<file path="config.mk">
export PLATFORM = sky130hd
export DESIGN_NAME = adsr_envelope_flat
export DESIGN_NICKNAME = d
export VERILOG_FILES = /design/src/rtl/adsr_envelope_if.sv /design/src/rtl/adsr_envelope.sv /design/src/flat_wrapper.sv
export SDC_FILE = /design/constraint.sdc
export NUM_CORES = 1
export LEC_CHECK = 0
export ABC_AREA = 1
export CORE_ASPECT_RATIO = 0.5
export CORE_MARGIN = 2
export CORE_UTILIZATION = 55
export CTS_BUF_LIST = sky130_fd_sc_hd__clkbuf_2
export DETAILED_ROUTE_END_ITERATION = 12
export GPL_TIMING_DRIVEN = 0
export PLACE_DENSITY = 0.77
export SYNTH_ARGS = -nofsm -noshare
export SYNTH_HDL_FRONTEND = slang
export SYNTH_SLANG_ARGS = --single-unit
</file>
<file path="constraint.sdc">
create_clock -name Clock -period 10.23 [get_ports Clock]
set_clock_uncertainty 0.05 [all_clocks]
set_input_delay 1.023 -clock Clock [delete_from_list [all_inputs] [get_ports Clock]]
set_output_delay 1.023 -clock Clock [all_outputs]
set_load 0.01 [all_outputs]
</file>
<file path="src/rtl/adsr_envelope_if.sv">
// Voice envelope bus: gate pulses, ADSR controls and waveform in/out between
// a waveform generator and one adsr_envelope instance.
interface adsr_envelope_if #(
  parameter int WAVE_DEPTH = 8,
  parameter int ENV_DEPTH  = 8,
  parameter int RATE_DEPTH = 8
);
  logic                  GateOpen;
  logic                  GateClose;
  logic [ENV_DEPTH-1:0]  AttackRate;
  logic [ENV_DEPTH-1:0]  DecayRate;
  logic [ENV_DEPTH-1:0]  SustainLevel;
  logic [ENV_DEPTH-1:0]  ReleaseRate;
  logic [RATE_DEPTH-1:0] TickDiv;
  logic [WAVE_DEPTH-1:0] WaveIn;
  logic [WAVE_DEPTH-1:0] WaveOut;
  logic [ENV_DEPTH-1:0]  Envelope;
  logic                  Active;

  modport master (
    output GateOpen, GateClose, AttackRate, DecayRate, SustainLevel,
           ReleaseRate, TickDiv, WaveIn,
    input  WaveOut, Envelope, Active
  );

  modport slave (
    input  GateOpen, GateClose, AttackRate, DecayRate, SustainLevel,
           ReleaseRate, TickDiv, WaveIn,
    output WaveOut, Envelope, Active
  );
endinterface

</file>
<file path="src/rtl/adsr_envelope.sv">
// Per-voice ADSR envelope that scales an offset-binary waveform about its midpoint.
// Define ADSR_EXP_RELEASE_EN for a near-exponential release ((env>>4)+1 per tick).
module adsr_envelope #(
  parameter int WAVE_DEPTH = 8,
  parameter int ENV_DEPTH  = 8,
  parameter int RATE_DEPTH = 8
) (
  input logic             Clock,
  input logic             Reset,
  adsr_envelope_if.slave  bus
);

  typedef enum logic [2:0] {IDLE, ATTACK, DECAY, SUSTAIN, RELEASE} state_t;

  localparam logic [WAVE_DEPTH-1:0] MID     = {1'b1, {(WAVE_DEPTH-1){1'b0}}};
  localparam logic [ENV_DEPTH:0]    ENV_MAX = {1'b0, {ENV_DEPTH{1'b1}}};

  state_t                state;
  logic [ENV_DEPTH-1:0]  env;
  logic [RATE_DEPTH-1:0] cnt;
  logic [WAVE_DEPTH-1:0] wave;

  logic                  gate;
  logic                  tick;
  logic [ENV_DEPTH:0]    att_sum;
  logic [ENV_DEPTH:0]    dec_diff;
  logic [ENV_DEPTH:0]    rel_diff;
  logic [ENV_DEPTH-1:0]  rel_step;

  assign gate = bus.GateOpen | bus.GateClose;
  assign tick = (cnt == bus.TickDiv);

`ifdef ADSR_EXP_RELEASE_EN
  assign rel_step = (env >> 4) + ENV_DEPTH'(1);
`else
  assign rel_step = bus.ReleaseRate;
`endif

  // One extra bit on each step exposes overflow past ENV_MAX and underflow below 0
  assign att_sum  = {1'b0, env} + {1'b0, bus.AttackRate};
  assign dec_diff = {1'b0, env} - {1'b0, bus.DecayRate};
  assign rel_diff = {1'b0, env} - {1'b0, rel_step};

  logic                  [WAVE_DEPTH-1:0]         centred;
  logic signed           [WAVE_DEPTH+ENV_DEPTH:0] s_ext;
  logic signed           [WAVE_DEPTH+ENV_DEPTH:0] e_ext;
  logic                  [WAVE_DEPTH-1:0]         scaled;

  assign centred = bus.WaveIn - MID;
  assign s_ext   = {{(ENV_DEPTH+1){centred[WAVE_DEPTH-1]}}, centred};
  assign e_ext   = {{(WAVE_DEPTH+1){1'b0}}, env};
  // Arithmetic shift floors toward -inf; the result always fits back in WAVE_DEPTH bits
  assign scaled  = WAVE_DEPTH'((s_ext * e_ext) >>> ENV_DEPTH) + MID;

  always_ff @(posedge Clock or posedge Reset) begin
    if (Reset) begin
      state <= IDLE;
      env   <= '0;
      cnt   <= '0;
      wave  <= MID;
    end else begin
      wave <= scaled;
      if (gate) begin
        cnt <= '0;
        if (bus.GateOpen)
          state <= ATTACK;
        else if (state == ATTACK || state == DECAY || state == SUSTAIN)
          state <= RELEASE;
      end else begin
        cnt <= tick ? '0 : cnt + RATE_DEPTH'(1);
        if (tick) begin
          case (state)
            IDLE: env <= '0;
            ATTACK: begin
              if (att_sum >= ENV_MAX) begin
                env   <= '1;
                state <= DECAY;
              end else begin
                env <= att_sum[ENV_DEPTH-1:0];
              end
            end
            DECAY: begin
              if (dec_diff[ENV_DEPTH] || dec_diff[ENV_DEPTH-1:0] <= bus.SustainLevel) begin
                env   <= bus.SustainLevel;
                state <= SUSTAIN;
              end else begin
                env <= dec_diff[ENV_DEPTH-1:0];
              end
            end
            SUSTAIN: env <= bus.SustainLevel;
            RELEASE: begin
              if (rel_diff[ENV_DEPTH] || rel_diff[ENV_DEPTH-1:0] == '0) begin
                env   <= '0;
                state <= IDLE;
              end else begin
                env <= rel_diff[ENV_DEPTH-1:0];
              end
            end
            default: state <= IDLE;
          endcase
        end
      end
    end
  end

  assign bus.Envelope = env;
  assign bus.WaveOut  = wave;
  assign bus.Active   = (state != IDLE);

endmodule

</file>
<file path="src/flat_wrapper.sv">
// flat-port wrapper written by rule: the top's interface ports become plain ports
module adsr_envelope_flat 
#(
  parameter int WAVE_DEPTH = 8,
  parameter int ENV_DEPTH  = 8,
  parameter int RATE_DEPTH = 8
)
  (Clock, Reset, bus_GateOpen, bus_GateClose, bus_AttackRate, bus_DecayRate, bus_SustainLevel, bus_ReleaseRate, bus_TickDiv, bus_WaveIn, bus_WaveOut, bus_Envelope, bus_Active);
  adsr_envelope_if #(.WAVE_DEPTH(WAVE_DEPTH), .ENV_DEPTH(ENV_DEPTH), .RATE_DEPTH(RATE_DEPTH)) bus_i ();
  input logic Clock;
  input logic Reset;
  input wire logic [$bits(bus_i.GateOpen)-1:0] bus_GateOpen;
  input wire logic [$bits(bus_i.GateClose)-1:0] bus_GateClose;
  input wire logic [$bits(bus_i.AttackRate)-1:0] bus_AttackRate;
  input wire logic [$bits(bus_i.DecayRate)-1:0] bus_DecayRate;
  input wire logic [$bits(bus_i.SustainLevel)-1:0] bus_SustainLevel;
  input wire logic [$bits(bus_i.ReleaseRate)-1:0] bus_ReleaseRate;
  input wire logic [$bits(bus_i.TickDiv)-1:0] bus_TickDiv;
  input wire logic [$bits(bus_i.WaveIn)-1:0] bus_WaveIn;
  output wire logic [$bits(bus_i.WaveOut)-1:0] bus_WaveOut;
  output wire logic [$bits(bus_i.Envelope)-1:0] bus_Envelope;
  output wire logic [$bits(bus_i.Active)-1:0] bus_Active;
  assign bus_i.GateOpen = bus_GateOpen;
  assign bus_i.GateClose = bus_GateClose;
  assign bus_i.AttackRate = bus_AttackRate;
  assign bus_i.DecayRate = bus_DecayRate;
  assign bus_i.SustainLevel = bus_SustainLevel;
  assign bus_i.ReleaseRate = bus_ReleaseRate;
  assign bus_i.TickDiv = bus_TickDiv;
  assign bus_i.WaveIn = bus_WaveIn;
  assign bus_WaveOut = bus_i.WaveOut;
  assign bus_Envelope = bus_i.Envelope;
  assign bus_Active = bus_i.Active;
  adsr_envelope #(.WAVE_DEPTH(WAVE_DEPTH), .ENV_DEPTH(ENV_DEPTH), .RATE_DEPTH(RATE_DEPTH)) u_core (.Clock(Clock), .Reset(Reset), .bus(bus_i));
endmodule
</file>
# Word-level counts from Yosys, hierarchy flattened
# Cells that the tools add are included.
[word_totals]
reg_bits = 27
inputBits = 52
out_inout_bits = 17
elab_cells = 51
[op_classes]
n_addsub = 6
mul = 1
order_cmp = 2
eq_ne = 10
muxes = 14
bitwise = 2
reduce_logical = 12
[op_table]
columns = ["operator", "n"]
rows = [
  ["two-way mux 8 bit", 5],
  ["case mux 8 bit (5 select lines)", 1],
  ["two-way mux 3 bit", 7],
  ["subtractor 8 x 8 -> 9 bit", 2],
  ["multiplier 8 x 9 -> 16 bit", 1],
  ["case mux 3 bit (4 select lines)", 1],
  ["adder 8 x 8 -> 9 bit", 1],
  ["greater-or-equal comparator 9 x 8 -> 1 bit, second input constant", 1],
  ["adder 8 x 1 -> 8 bit, second input constant", 1],
  ["adder 8 bit, second input constant", 1],
  ["== test 8 bit", 1],
  ["<= comparator 8 bit", 1],
  ["zero test 8 bit", 1],
  ["subtractor 8 bit, second input constant", 1],
  ["== test 3 x 2 -> 1 bit, second input constant", 2],
  ["inequality test 3 x 2 -> 1 bit, second input constant", 2],
  ["AND reduction 6 bit", 1],
  ["nonzero test 5 bit", 1],
  ["logical OR 1 bit", 4],
  ["== test 3 x 1 -> 1 bit, second input constant", 1],
  ["== test 3 bit, second input constant", 1],
  ["zero test 3 bit", 1],
  ["inequality test 3 x 1 -> 1 bit, second input constant", 1],
  ["inequality test 3 bit, second input constant", 1],
  ["other kinds (7)", 7],
]

# Longest topological paths before layout
# Gate-level depths: netlist (run 1).
[logic_depth]
word_depth = 7
mapped_depth = 22
ltp_nobuf = 22

# Worst setup path before layout (run 1)
# OpenSTA, ideal clock, no wires.
[synth_path]
path_kind = "in2reg"
start = "input port bus_WaveIn[7]"
end = "register u_core.wave[6], in the netlist u_core.bus.WaveOut[6]"
setup_time_ns = 0.122
arrival_ns = 4.674
t_required_ns = 10.058
path_slack_ns = 5.385
cell_stages = 16
path_buffers = 1
cell_sequence = "clkbuf_1 -> nor2_1 -> fa_1 -> fa_1 -> fa_1 -> inv_1 -> fa_1 -> inv_1 -> ha_1 -> a21oi_1 -> o21a_1 -> o21ai_0 -> a21o_1 -> nand3_1 -> nand2_1 -> xor2_1"
[synth_between]
elab_chain_len = 3
[synth_lines]
columns = ["element", "line", "rtl"]
rows = [
  ["from (decl)", "flat_wrapper.sv:19", "input wire logic [$bits(bus_i.WaveIn)-1:0] bus_WaveIn;"],
  ["subtractor 8 bit", "adsr_envelope.sv:49", "assign centred = bus.WaveIn - MID;"],
  ["multiplier 8 x 9 -> 16 bit", "adsr_envelope.sv:53", "assign scaled = WAVE_DEPTH'((s_ext * e_ext) >>> ENV_DEPTH) + MID;"],
  ["adder 8 bit", "adsr_envelope.sv:53", ""],
  ["named net u_core.scaled[6]", "adsr_envelope.sv:47", "logic [WAVE_DEPTH-1:0] scaled;"],
  ["to (signal assigned)", "adsr_envelope.sv:62", "wave <= scaled;"],
  ["to (decl)", "adsr_envelope.sv:21", "logic [WAVE_DEPTH-1:0] wave;"],
]
# The timed path passes the listed nets, and every way through them passes these cells.
# A chain may end at the register's enable or synchronous reset.

# Worst setup path after layout (run 1)
[layout_path]
start = "input port bus_WaveIn[7]"
end = "register u_core.wave[7], in the netlist u_core.bus.WaveOut[7]"
# The elaborated chain is that of the path after synthesis.

==> results of run 1 <==
## cell usage after synthesis (all sizes together), types with 9 or more instances
master,count
nand4,21
fa,38
or2,9
nor3,10
inv,186
nor2,43
clkbuf,13
xor2,12
ha,71
o21ai,15
dfrtp,26
nand2,207
nand3,47
a21oi,31
## through the flow
stage | instance area, sq um | utilization (%) | hold slack [ps] | setup slack (ps) | power, W
global route | 5990 | 67.1 | 469 | 4680 | 0.000503
global placement | 5960 | 66.9 | 404 | 4440 | 0.000403
CTS | 5990 | 67.1 | 433 | 4910 | 0.000461
finish | 5990 | 67.1 | 432 | 4890 | 0.000460
floorplan | 5190 | - | 382 | 5380 | 0.000316
detailed placement | 5960 | 66.9 | 404 | 4410 | 0.000408
## state kept, by name, summed over array words and instances, names as in the netlist
signal and flops:
u_core.bus.Envelope 8, u_core.state 3, u_core.cnt 8, u_core.bus.WaveOut 8
## per-layer routing
layer | global-route usage (%) | wire length (microns) | up-vias | share of wire (%)
met5 | 0 | 0 | - | 0
met4 | 4.56 | 112 | 0 | 0.89
met3 | 4.86 | 883 | 12 | 7.0
met2 | 44.9 | 5730 | 148 | 46
met1 | 35.5 | 5840 | 2241 | 46
li1 | - | - | 2490 | -
## final timing paths
kind / cells after the start / to / slack (ps) / startpoint
max in group asynchronous: 2 / u_core.cnt[2]$_DFF_PP0_ / 8320 / Reset
min reg2reg: 1 / u_core.cnt[0]$_DFF_PP0_ / 430 / u_core.cnt[0]$_DFF_PP0_
max: 16 / u_core.bus.WaveOut[7]$_DFF_PP1_ / 4890 / bus_WaveIn[7]
max reg2reg: 15 / u_core.bus.WaveOut[7]$_DFF_PP1_ / 5320 / u_core.bus.Envelope[2]$_DFFE_PP0P_
min in group asynchronous: 2 / u_core.bus.Envelope[7]$_DFFE_PP0P_ / 1080 / Reset
min: 1 / u_core.cnt[0]$_DFF_PP0_ / 430 / u_core.cnt[0]$_DFF_PP0_
## report_power, final
group	switching, W	total (W)	internal (W)
clock	0.0000400	0.0000490	0.00000899
sequential	0.00000993	0.000130	0.000120
combinational	0.000166	0.000281	0.000115
## cell usage in the layout, fill, tap and decap left out, drive strengths merged, types with 4 or more instances in the layout
cell,count
a21oi,31
clkbuf,16
clkdlybuf4s50,63
dfrtp,26
fa,38
ha,71
inv,186
nand2,207
nand3,47
nand3b,5
nand4,21
nor2,43
nor3,10
o21a,5
o21ai,15
o21bai,4
or2,9
xnor2,6
xor2,12
## critical path: cells and delay by family
kind	cells	cell delay, ps
xor gates and xnor gates	1	140
adders and majority gates	5	2500
AOI/OAI and AO/OA	5	970
buffers and inverters	4	960
and+or+nand+nor	1	120
## cells by family after synthesis
family / Yosys count
buffers and inverters: 201
XOR/XNOR: 18
AO/OA/AOI/OAI: 63
AND/OR/NAND/NOR: 345
flip-flops: 27
adder cells (fa/ha/maj): 109
## area by class of cell
class                      instances  area (sq um)  share of cell area, %
tap                              117           146                   2.45
multi-input combinational        535          3750                   62.6
buffer                            15          65.1                   1.09
timing repair buffer              63           631                   10.5
clock buffer                       3          15.0                  0.251
clock inverter                     1          7.51                  0.125
sequential                        27           677                   11.3
inverter                         186           698                   11.7
==> key figures, run 1 <==
Synthesis
  • Main combinational cell family by area after synthesis: adder cells
  • Post-synth EDFFs: 0
  • Share of the synthesized area in the top cell type: 17.1%
  • Synth Area in XOR/XNOR: 3.04%
  • Area share of fa/ha/maj cells after synthesis: 31.8%
  • Syn Area/Cell: 6.80 sq um
  • Ys async rst share: 100%
  • Synth Area in Simple Gates: 30.3%
  • Syn Std Cell Area: 5190 sq um
  • Synth Instances: 763
  • Post-synth top flop: dfrtp_1
  • Leading area contributor after synthesis: ha_1
  • Post-synthesis sequential area ratio: 13.0%
  • Mux cell area share after synthesis: 0%
  • Warnings, synthesis: 0
  • Register bit total from synthesis: 27
  • Post-synth cell types: 40
  • Synth Area in Compound Gates: 7.12%
  • Largest cells by area after synthesis: ha_1, fa_1, nand2_1
  • Syn nets: 924

Floorplan
  • Initial Utilization: 58.2%
  • Io pins: 69
  • Die ar.: 10300 sq um
  • Die width: 141 microns
  • Core area: 8920 sq um
  • Die Y: 72.7 microns
  • Num rows: 24

Clock tree
  • Max clock buf depth: 2
  • Clock H-tree levels: 1
  • CTS tree: yes
  • # resized after CTS: 0
  • Total CTS buffers: 3
  • Num Clock Sinks: 27
  • Hold buffer count at CTS: 0
  • Clk slew on worst S/H paths: 330 ps
  • Worst-Skew Late Latency: 450 ps
  • Root buffer cell: clkbuf_2
  • Postcts setup bufs: 0

Critical path
  • WP data required: 10610 ps
  • CP Launch Type: input port
  • Crit path max fanout: 7
  • Most common cell on crit path: fa_1
  • Slowest CP cell: fa_1
  • Critical path class: in2reg
  • WP data arrival: 5720 ps
  • CP max stage delay: 580 ps
  • Crit. End Element: flop
  • Crit-path cells: clkdlybuf4s50_1 > clkbuf_1 > nor2_1 > fa_1 > fa_1 > fa_1 > inv_1 > fa_1 > inv_1 > ha_1 > a21oi_1 > o21a_1 > o21ai_0 > a21o_1 > a21oi_1 > xnor2_1

Global route
  • Vias in the first global route: 4773
  • Total Routing Usage GR: 26.2%
  • Initial antenna violation count: 0
  • Pin count of the biggest net entering global routing: 28
  • GRT overflow: 0
  • First-pass GRT wire length: 21.6 mm

Power and ir drop
  • Power Density: 76.9 nW/um^2
  • Max VDD drop: 79.5 uV
  • Leakage: 3.55 nW

Drt
  • Vias: 4891
  • Avg WL per Cell: 13.3 microns
  • Drt total wl: 12.6 mm
  • DR DRC count: 0
  • Post-DRT Antenna Nets: 0
  • Vias per inst: 5.16
  • DR pass1 iterations: 5
  • DR iter-0 viols: 332

STA
  • Final Max Slew Viols: 0
  • Final TNS setup: 0 ps
  • RSZ-0062 raised after global routing: no
  • Fmax: 0.187 GHz
  • Period utilization: 52.2%
  • Final hold violations: 0
  • Endpoints failing setup: 0
  • Worst slew margin: 21.0%
  • Worst-margin pin slew: 1180 ps
  • Post-route minimum period: 5340 ps

Place
  • Post-DP HPWL: 10.6 mm
  • IO buf count: 63
  • GP Congestion: 0.923
  • Dpl cells: 943

Finish
  • Nets@finish: 992
  • N_diodes: 0
  • Fin cells: 947
  • Share of post-route cells with drive strength above 1: 5.18%
  • FILL cells: 834
  • Syn-to-layout area delta: 15.4%

Min path
  • Hold Path Class: reg2reg

Run
  • Max Cap Viol: 0

Status
  • Outcome: finished clean
No activity file was read; power rests on OpenSTA's default activity.
==> run 2: changes to the inputs <==
--- a/config.mk
+++ b/config.mk
@@ -8,7 +8,7 @@
 export ABC_AREA = 1
 export CORE_ASPECT_RATIO = 0.5
 export CORE_MARGIN = 2
-export CORE_UTILIZATION = 55
+export CORE_UTILIZATION = 53
 export CTS_BUF_LIST = sky130_fd_sc_hd__clkbuf_2
 export DETAILED_ROUTE_END_ITERATION = 12
 export GPL_TIMING_DRIVEN = 0
==> constraint.sdc (replaced) <==
create_clock -name Clock -period 4.5 [get_ports Clock]
set_clock_uncertainty 0.05 [all_clocks]
set_input_delay 0.45 -clock Clock [delete_from_list [all_inputs] [get_ports Clock]]
set_output_delay 0.45 -clock Clock [all_outputs]
set_load 0.01 [all_outputs]
==> key figures, run 2 (synthesized netlist as in run 1, its figures left out) <==
Drt
  • DR pass1 iterations: 7 (+2)
  • DR iter-0 viols: 285 (-14%)
  • Avg WL per Cell: 12.4 microns (-6.8%)
  • Vias per inst: 5.04 (-2.5%)
  • Vias: 4920 (+0.59%)
  • DR DRC count: 0 (unchanged)
  • Drt total wl: 12.1 mm (-3.9%)
  • Post-DRT Antenna Nets: 0 (unchanged)

Critical path
  • Most common cell on crit path: fa_1
  • CP Launch Type: flop
  • Crit-path cells: nand2_1 > inv_1 > fa_1 > fa_1 > fa_1 > inv_1 > fa_1 > inv_1 > ha_1 > a21oi_1 > o21a_1 > o21ai_2 > a21o_1 > a21oi_1 > xor2_1
  • Critical path class: reg2reg
  • Critical path's top delay family: adder cells
  • CP max stage delay: 560 ps (-20 ps)
  • WP data required: 4850 ps (-5760 ps)
  • Internal reg-to-reg setup slack: 240 ps (-5080 ps)
  • Crit path max fanout: 9 (+2)
  • Slowest CP cell: dfrtp_2
  • WP data arrival: 4610 ps (-1110 ps)
  • Crit. End Element: flop
  • CP bufs+invs: 3 (-1)

Power and ir drop
  • Leakage: 3.65 nW (+2.8%)
  • Pwr Total: 0.00105 W (+130%)
  • Power Density: 171 nW/um^2 (+120%)
  • Max VDD drop: 136 uV (+71%)

STA
  • Worst slew margin: 21.2% (+0.20 points)
  • Fmax: 0.234 GHz
  • Period utilization: 94.8%
  • Endpoints failing setup: 0 (unchanged)
  • Final Max Slew Viols: 0 (unchanged)
  • Post-route minimum period: 4260 ps
  • Hold Slack: 426 ps (-6.37 ps)
  • Final hold violations: 0 (unchanged)
  • Worst-margin pin slew: 1180 ps (-2.94 ps)

Clock tree
  • Total CTS buffers: 3 (unchanged)
  • CTS tree: yes
  • Max clock buf depth: 2 (unchanged)
  • Worst-Skew Late Latency: 430 ps (-20 ps)
  • Root buffer cell: clkbuf_2
  • Clock H-tree levels: 1 (unchanged)
  • Clk slew on worst S/H paths: 310 ps (-20 ps)
  • Hold buffer count at CTS: 0 (unchanged)
  • Num Clock Sinks: 27 (unchanged)

Floorplan
  • Initial Utilization: 54.7% (-3.4 points)
  • Num rows: 25 (+4.2%)
  • Die width: 144 microns (+1.8%)
  • Core area: 9480 sq um (+6.3%)
  • Die Y: 74.0 microns (+1.8%)
  • Io pins: 69 (unchanged)
  • Die ar.: 10600 sq um (+3.6%)

Global route
  • Pin count of the biggest net entering global routing: 28 (unchanged)
  • Total Routing Usage GR: 24.5% (-1.6 points)
  • GRT overflow: 0 (unchanged)
  • First-pass GRT wire length: 20.6 mm (-4.6%)
  • Initial antenna violation count: 1 (+1)
  • Vias in the first global route: 4556 (-4.5%)

Finish
  • Final instance area: 6160 sq um (+2.8%)
  • Share of post-route cells with drive strength above 1: 8.92% (+3.7 points)
  • Core Util, Final: 65.0% (-2.2 points)
  • Leading cell type in the layout, fill and taps excluded: nand2_1
  • Syn-to-layout area delta: 18.7%
  • Nets@finish: 1003 (+1.1%)
  • Most frequent cells in the layout: nand2_1, inv_1, ha_1
  • FILL cells: 895 (+7.3%)

Place
  • Post-DP HPWL: 10.1 mm (-4.8%)
  • IO buf count: 63 (unchanged)
  • GP Congestion: 0.936 (+1.4%)
  • Cell Area, Placed: 5990 sq um (+0.38%)

Status
  • Outcome: finished clean

Min path
  • Hold Path Class: reg2reg

Run
  • Max Cap Viol: 0 (unchanged)
-- run 2: cell type report --
class,count,area (sq um),share of cell area [%]
buffer,8,46.3,0.752
clock inverter,1,5.00,0.0813
inverter,186,698,11.3
sequential,27,687,11.2
antenna,1,2.50,0.0406
tap,135,169,2.74
multi-input combinational,535,3770,61.2
clock buffer,3,15.0,0.244
timing repair buffer,81,768,12.5
-- run 2: path summary, 6_finish.rpt --
path,startpoint,endpoint,depth (start not counted)
min in group asynchronous,Reset,u_core.bus.Envelope[3]$_DFFE_PP0P_,2
worst max-delay path,u_core.bus.Envelope[3]$_DFFE_PP0P_,u_core.bus.WaveOut[5]$_DFF_PP0_,15
worst min register to register,u_core.cnt[0]$_DFF_PP0_,u_core.cnt[0]$_DFF_PP0_,1
max in group asynchronous,Reset,u_core.bus.Envelope[6]$_DFFE_PP0P_,2
worst min-delay path,u_core.cnt[0]$_DFF_PP0_,u_core.cnt[0]$_DFF_PP0_,1
worst max register to register,u_core.bus.Envelope[3]$_DFFE_PP0P_,u_core.bus.WaveOut[5]$_DFF_PP0_,15
-- run 2: routing by layer --
layer	track usage, %	routed length [microns]	vias up
met5	0	0	-
met4	4.68	138	0
met3	3.67	772	17
met2	42.5	5450	157
met1	33.5	5720	2237
li1	-	-	2509
-- run 2: what timing repair did --
item                                   in CTS  in global routing
pin swaps                                   1                  2
setup endpoints to repair                   6                  4
endpoints found under the hold margin       0                  0
gates resized for setup                    19                  8
buffers inserted                            5                 13
cloned                                      0                  0
-- run 2: power breakdown --
| group | leakage [nW] | switching, W | internal, W |
|---|---|---|---|
| logic | 3.30 | 0.000377 | 0.000269 |
| registers | 0.333 | 0.0000228 | 0.000274 |
| clock network | 0.0164 | 0.0000897 | 0.0000201 |
| total | 3.65 | 0.000489 | 0.000563 |
-- run 2: per-stage QoR --
step                setup WS, ps  instances  setup TNS [ps]
floorplan                    181        763               0
global placement            -735        961           -3890
detailed placement          -735        961           -3940
CTS                         21.2        969               0
global route               -9.90        977           -9.90
finish                       235        977               0
==> run 3: changes to the inputs <==
--- a/config.mk
+++ b/config.mk
@@ -6,13 +6,16 @@
 export NUM_CORES = 1
 export LEC_CHECK = 0
 export ABC_AREA = 1
+export CAP_MARGIN = 15
+export CELL_PAD_IN_SITES_DETAIL_PLACEMENT = 0
+export CELL_PAD_IN_SITES_GLOBAL_PLACEMENT = 1
 export CORE_ASPECT_RATIO = 0.5
 export CORE_MARGIN = 2
-export CORE_UTILIZATION = 53
+export CORE_UTILIZATION = 38
 export CTS_BUF_LIST = sky130_fd_sc_hd__clkbuf_2
 export DETAILED_ROUTE_END_ITERATION = 12
 export GPL_TIMING_DRIVEN = 0
-export PLACE_DENSITY = 0.77
+export PLACE_DENSITY = 0.78
 export SYNTH_ARGS = -nofsm -noshare
 export SYNTH_HDL_FRONTEND = slang
 export SYNTH_SLANG_ARGS = --single-unit
==> key figures, run 3 (synthesized netlist as in run 1, its figures left out) <==
Drt
  • Vias per inst: 4.70 (-6.7%)
  • DR iter-0 viols: 230 (-19%)
  • DR DRC count: 0 (unchanged)
  • Drt total wl: 12.6 mm (+3.9%)
  • Post-DRT Antenna Nets: 0 (unchanged)
  • Avg WL per Cell: 12.4 microns (+0.43%)
  • Vias: 4751 (-3.4%)
  • DR pass1 iterations: 4 (-3)

Critical path
  • Reg2reg start: u_core.bus.Envelope[5]$_DFFE_PP0P_
  • Internal reg-to-reg setup slack: 210 ps (-30 ps)
  • R2R Path End: u_core.bus.WaveOut[6]$_DFF_PP0_
  • Critical path class: in2reg
  • Crit. End Element: flop
  • Crit path max fanout: 7 (-2)
  • WP data required: 4830 ps (-20 ps)
  • WP data arrival: 4660 ps (+50 ps)
  • Worst setup startpoint: bus_WaveIn[7]
  • Setup crit end: u_core.bus.WaveOut[3]$_DFF_PP0_
  • CP Launch Type: input port
  • Path depth of the worst reg2reg path: 17 (+2)

Global route
  • Total Routing Usage GR: 18.6% (-5.9 points)
  • Initial antenna violation count: 0 (-1)
  • First-pass GRT wire length: 21.8 mm (+5.7%)
  • Pin count of the biggest net entering global routing: 17 (-39%)
  • Vias in the first global route: 4591 (+0.77%)
  • GRT overflow: 0 (unchanged)

Finish
  • Core Util, Final: 46.1% (-19 points)
  • Leading cell type in the layout, fill and taps excluded: nand2_1
  • N_diodes: 0 (-1)
  • Syn-to-layout area delta: 19.4%
  • Most frequent cells in the layout: nand2_1, inv_1, ha_1
  • FILL cells: 1405 (+57%)
  • Sequential Area: 687 sq um (unchanged)
  • Nets@finish: 997 (-0.60%)
  • Multi-input gate area: 3780 sq um (+0.40%)
  • Share of post-route cells with drive strength above 1: 8.74% (-0.18 points)

Clock tree
  • Root buffer cell: clkbuf_2
  • CTS tree: yes
  • Total CTS buffers: 3 (unchanged)
  • Clock H-tree levels: 1 (unchanged)
  • Num Clock Sinks: 27 (unchanged)
  • Clk slew on worst S/H paths: 330 ps (+20 ps)
  • Max clock buf depth: 2 (unchanged)
  • Worst-Skew Late Latency: 430 ps (about the same)

Floorplan
  • Initial Utilization: 38.6% (-16 points)
  • Core area: 13400 sq um (+42%)
  • Die width: 169 microns (+18%)
  • Die Y: 86.6 microns (+17%)
  • Die ar.: 14700 sq um (+38%)
  • Num rows: 30 (+20%)
  • Io pins: 69 (unchanged)

STA
  • Setup slack after layout: 168 ps (-67.0 ps)
  • Fmax: 0.231 GHz (-1.5%)
  • Endpoints failing setup: 0 (unchanged)
  • Worst slew margin: 55.4% (+34 points)
  • Final hold violations: 0 (unchanged)
  • RSZ-0062 raised after global routing: yes
  • Post-route minimum period: 4330 ps (+67.0 ps)
  • Period utilization: 96.3% (+1.5 points)
  • Worst-margin pin slew: 666 ps (-515 ps)
  • Final Max Slew Viols: 0 (unchanged)
  • Final TNS setup: 0 ps (unchanged)

Min path
  • Hold Path Class: in2async

Place
  • GP Congestion: 0.834 (-11%)
  • Setup WS pre-CTS: -752 ps (-17.4 ps)
  • Post-DP HPWL: 10.7 mm (+5.9%)
  • IO buf count: 63 (unchanged)

Power and ir drop
  • Leakage: 3.60 nW (-1.2%)
  • Max VDD drop: 142 uV (+4.8%)
  • Power Density: 171 nW/um^2 (about the same)

Run
  • Max Cap Viol: 0 (unchanged)

Status
  • Outcome: finished clean
## run 3: changes by cell type in the layout (fill, tap and decap cells not counted), sizes merged
cell | before | now
clkbuf | 8 | 10
diode | 1 | 0
buf | 21 | 13
dlymetal6s2s | 1 | 0
clkinvlp | 0 | 1
clkinv | 1 | 0
clkdlybuf4s50 | 62 | 63
## run 3: timing repair
action,in CTS,in global routing
buffers inserted,9,1
resized for setup,20,7
setup endpoints to repair,6,4
pin swaps,0,3
hold buffers,0,0
## run 3: critical path: stages
cell             delay (ps)
clkdlybuf4s50_1         470
clkbuf_4                200
inv_1                    90
nand2_1                  80
fa_1                    510
fa_1                    560
inv_1                    60
fa_1                    480
fa_1                    490
ha_1                    350
a21oi_2                 170
o21a_1                  140
o21ai_2                  80
a21o_1                  250
buf_4                   150
xor2_1                  140
## run 3: how the worst min path moves through the flow
stage	startpoint	to	slack [ps]	cells after the start
finish	Reset	u_core.cnt[7]$_DFF_PP0_	300	2
global route	Reset	u_core.cnt[5]$_DFF_PP0_	280	2
CTS	Reset	u_core.state[2]$_DFFE_PP0P_	310	2
detailed placement	u_core.cnt[0]$_DFF_PP0_	u_core.cnt[0]$_DFF_PP0_	410	1
global placement	u_core.cnt[0]$_DFF_PP0_	u_core.cnt[0]$_DFF_PP0_	400	1
floorplan	u_core.cnt[0]$_DFF_PP0_	u_core.cnt[0]$_DFF_PP0_	380	1
## run 3: stage by stage
| step | total power, W | area (sq um) | cells | hold WS (ps) |
|---|---|---|---|---|
| after detailed placement | 0.000934 | 6070 | 1003 | 407 |
| after floorplan | 0.000719 | 5190 | 763 | 382 |
| after global routing | 0.00119 | 6190 | 1011 | 279 |
| after CTS | 0.00106 | 6180 | 1015 | 305 |
| after global placement | 0.000932 | 6040 | 1002 | 403 |
| final | 0.00106 | 6190 | 1011 | 304 |
## run 3: layer usage
metal	up-vias	global-route usage [%]	share of wire [%]
met5	-	0	0
met4	0	2.10	0.63
met3	4	2.69	3.3
met2	53	30.8	44
met1	2194	26.6	52
li1	2500	-	-
## run 3: final cells by class
cell class	count	area share (%)
Inverter	186	11.3
Clock buffer	3	0.242
Tap cell	176	3.56
Clock inverter	1	0.121
Multi-Input combinational cell	535	61.1
Buffer	9	0.808
Sequential cell	27	11.1
Timing Repair Buffer	74	11.8
## run 3: where the power goes
group / internal (W) / switching (W)
clock: 0.0000205 / 0.0000888
sequential: 0.000274 / 0.0000226
combinational: 0.000272 / 0.000381
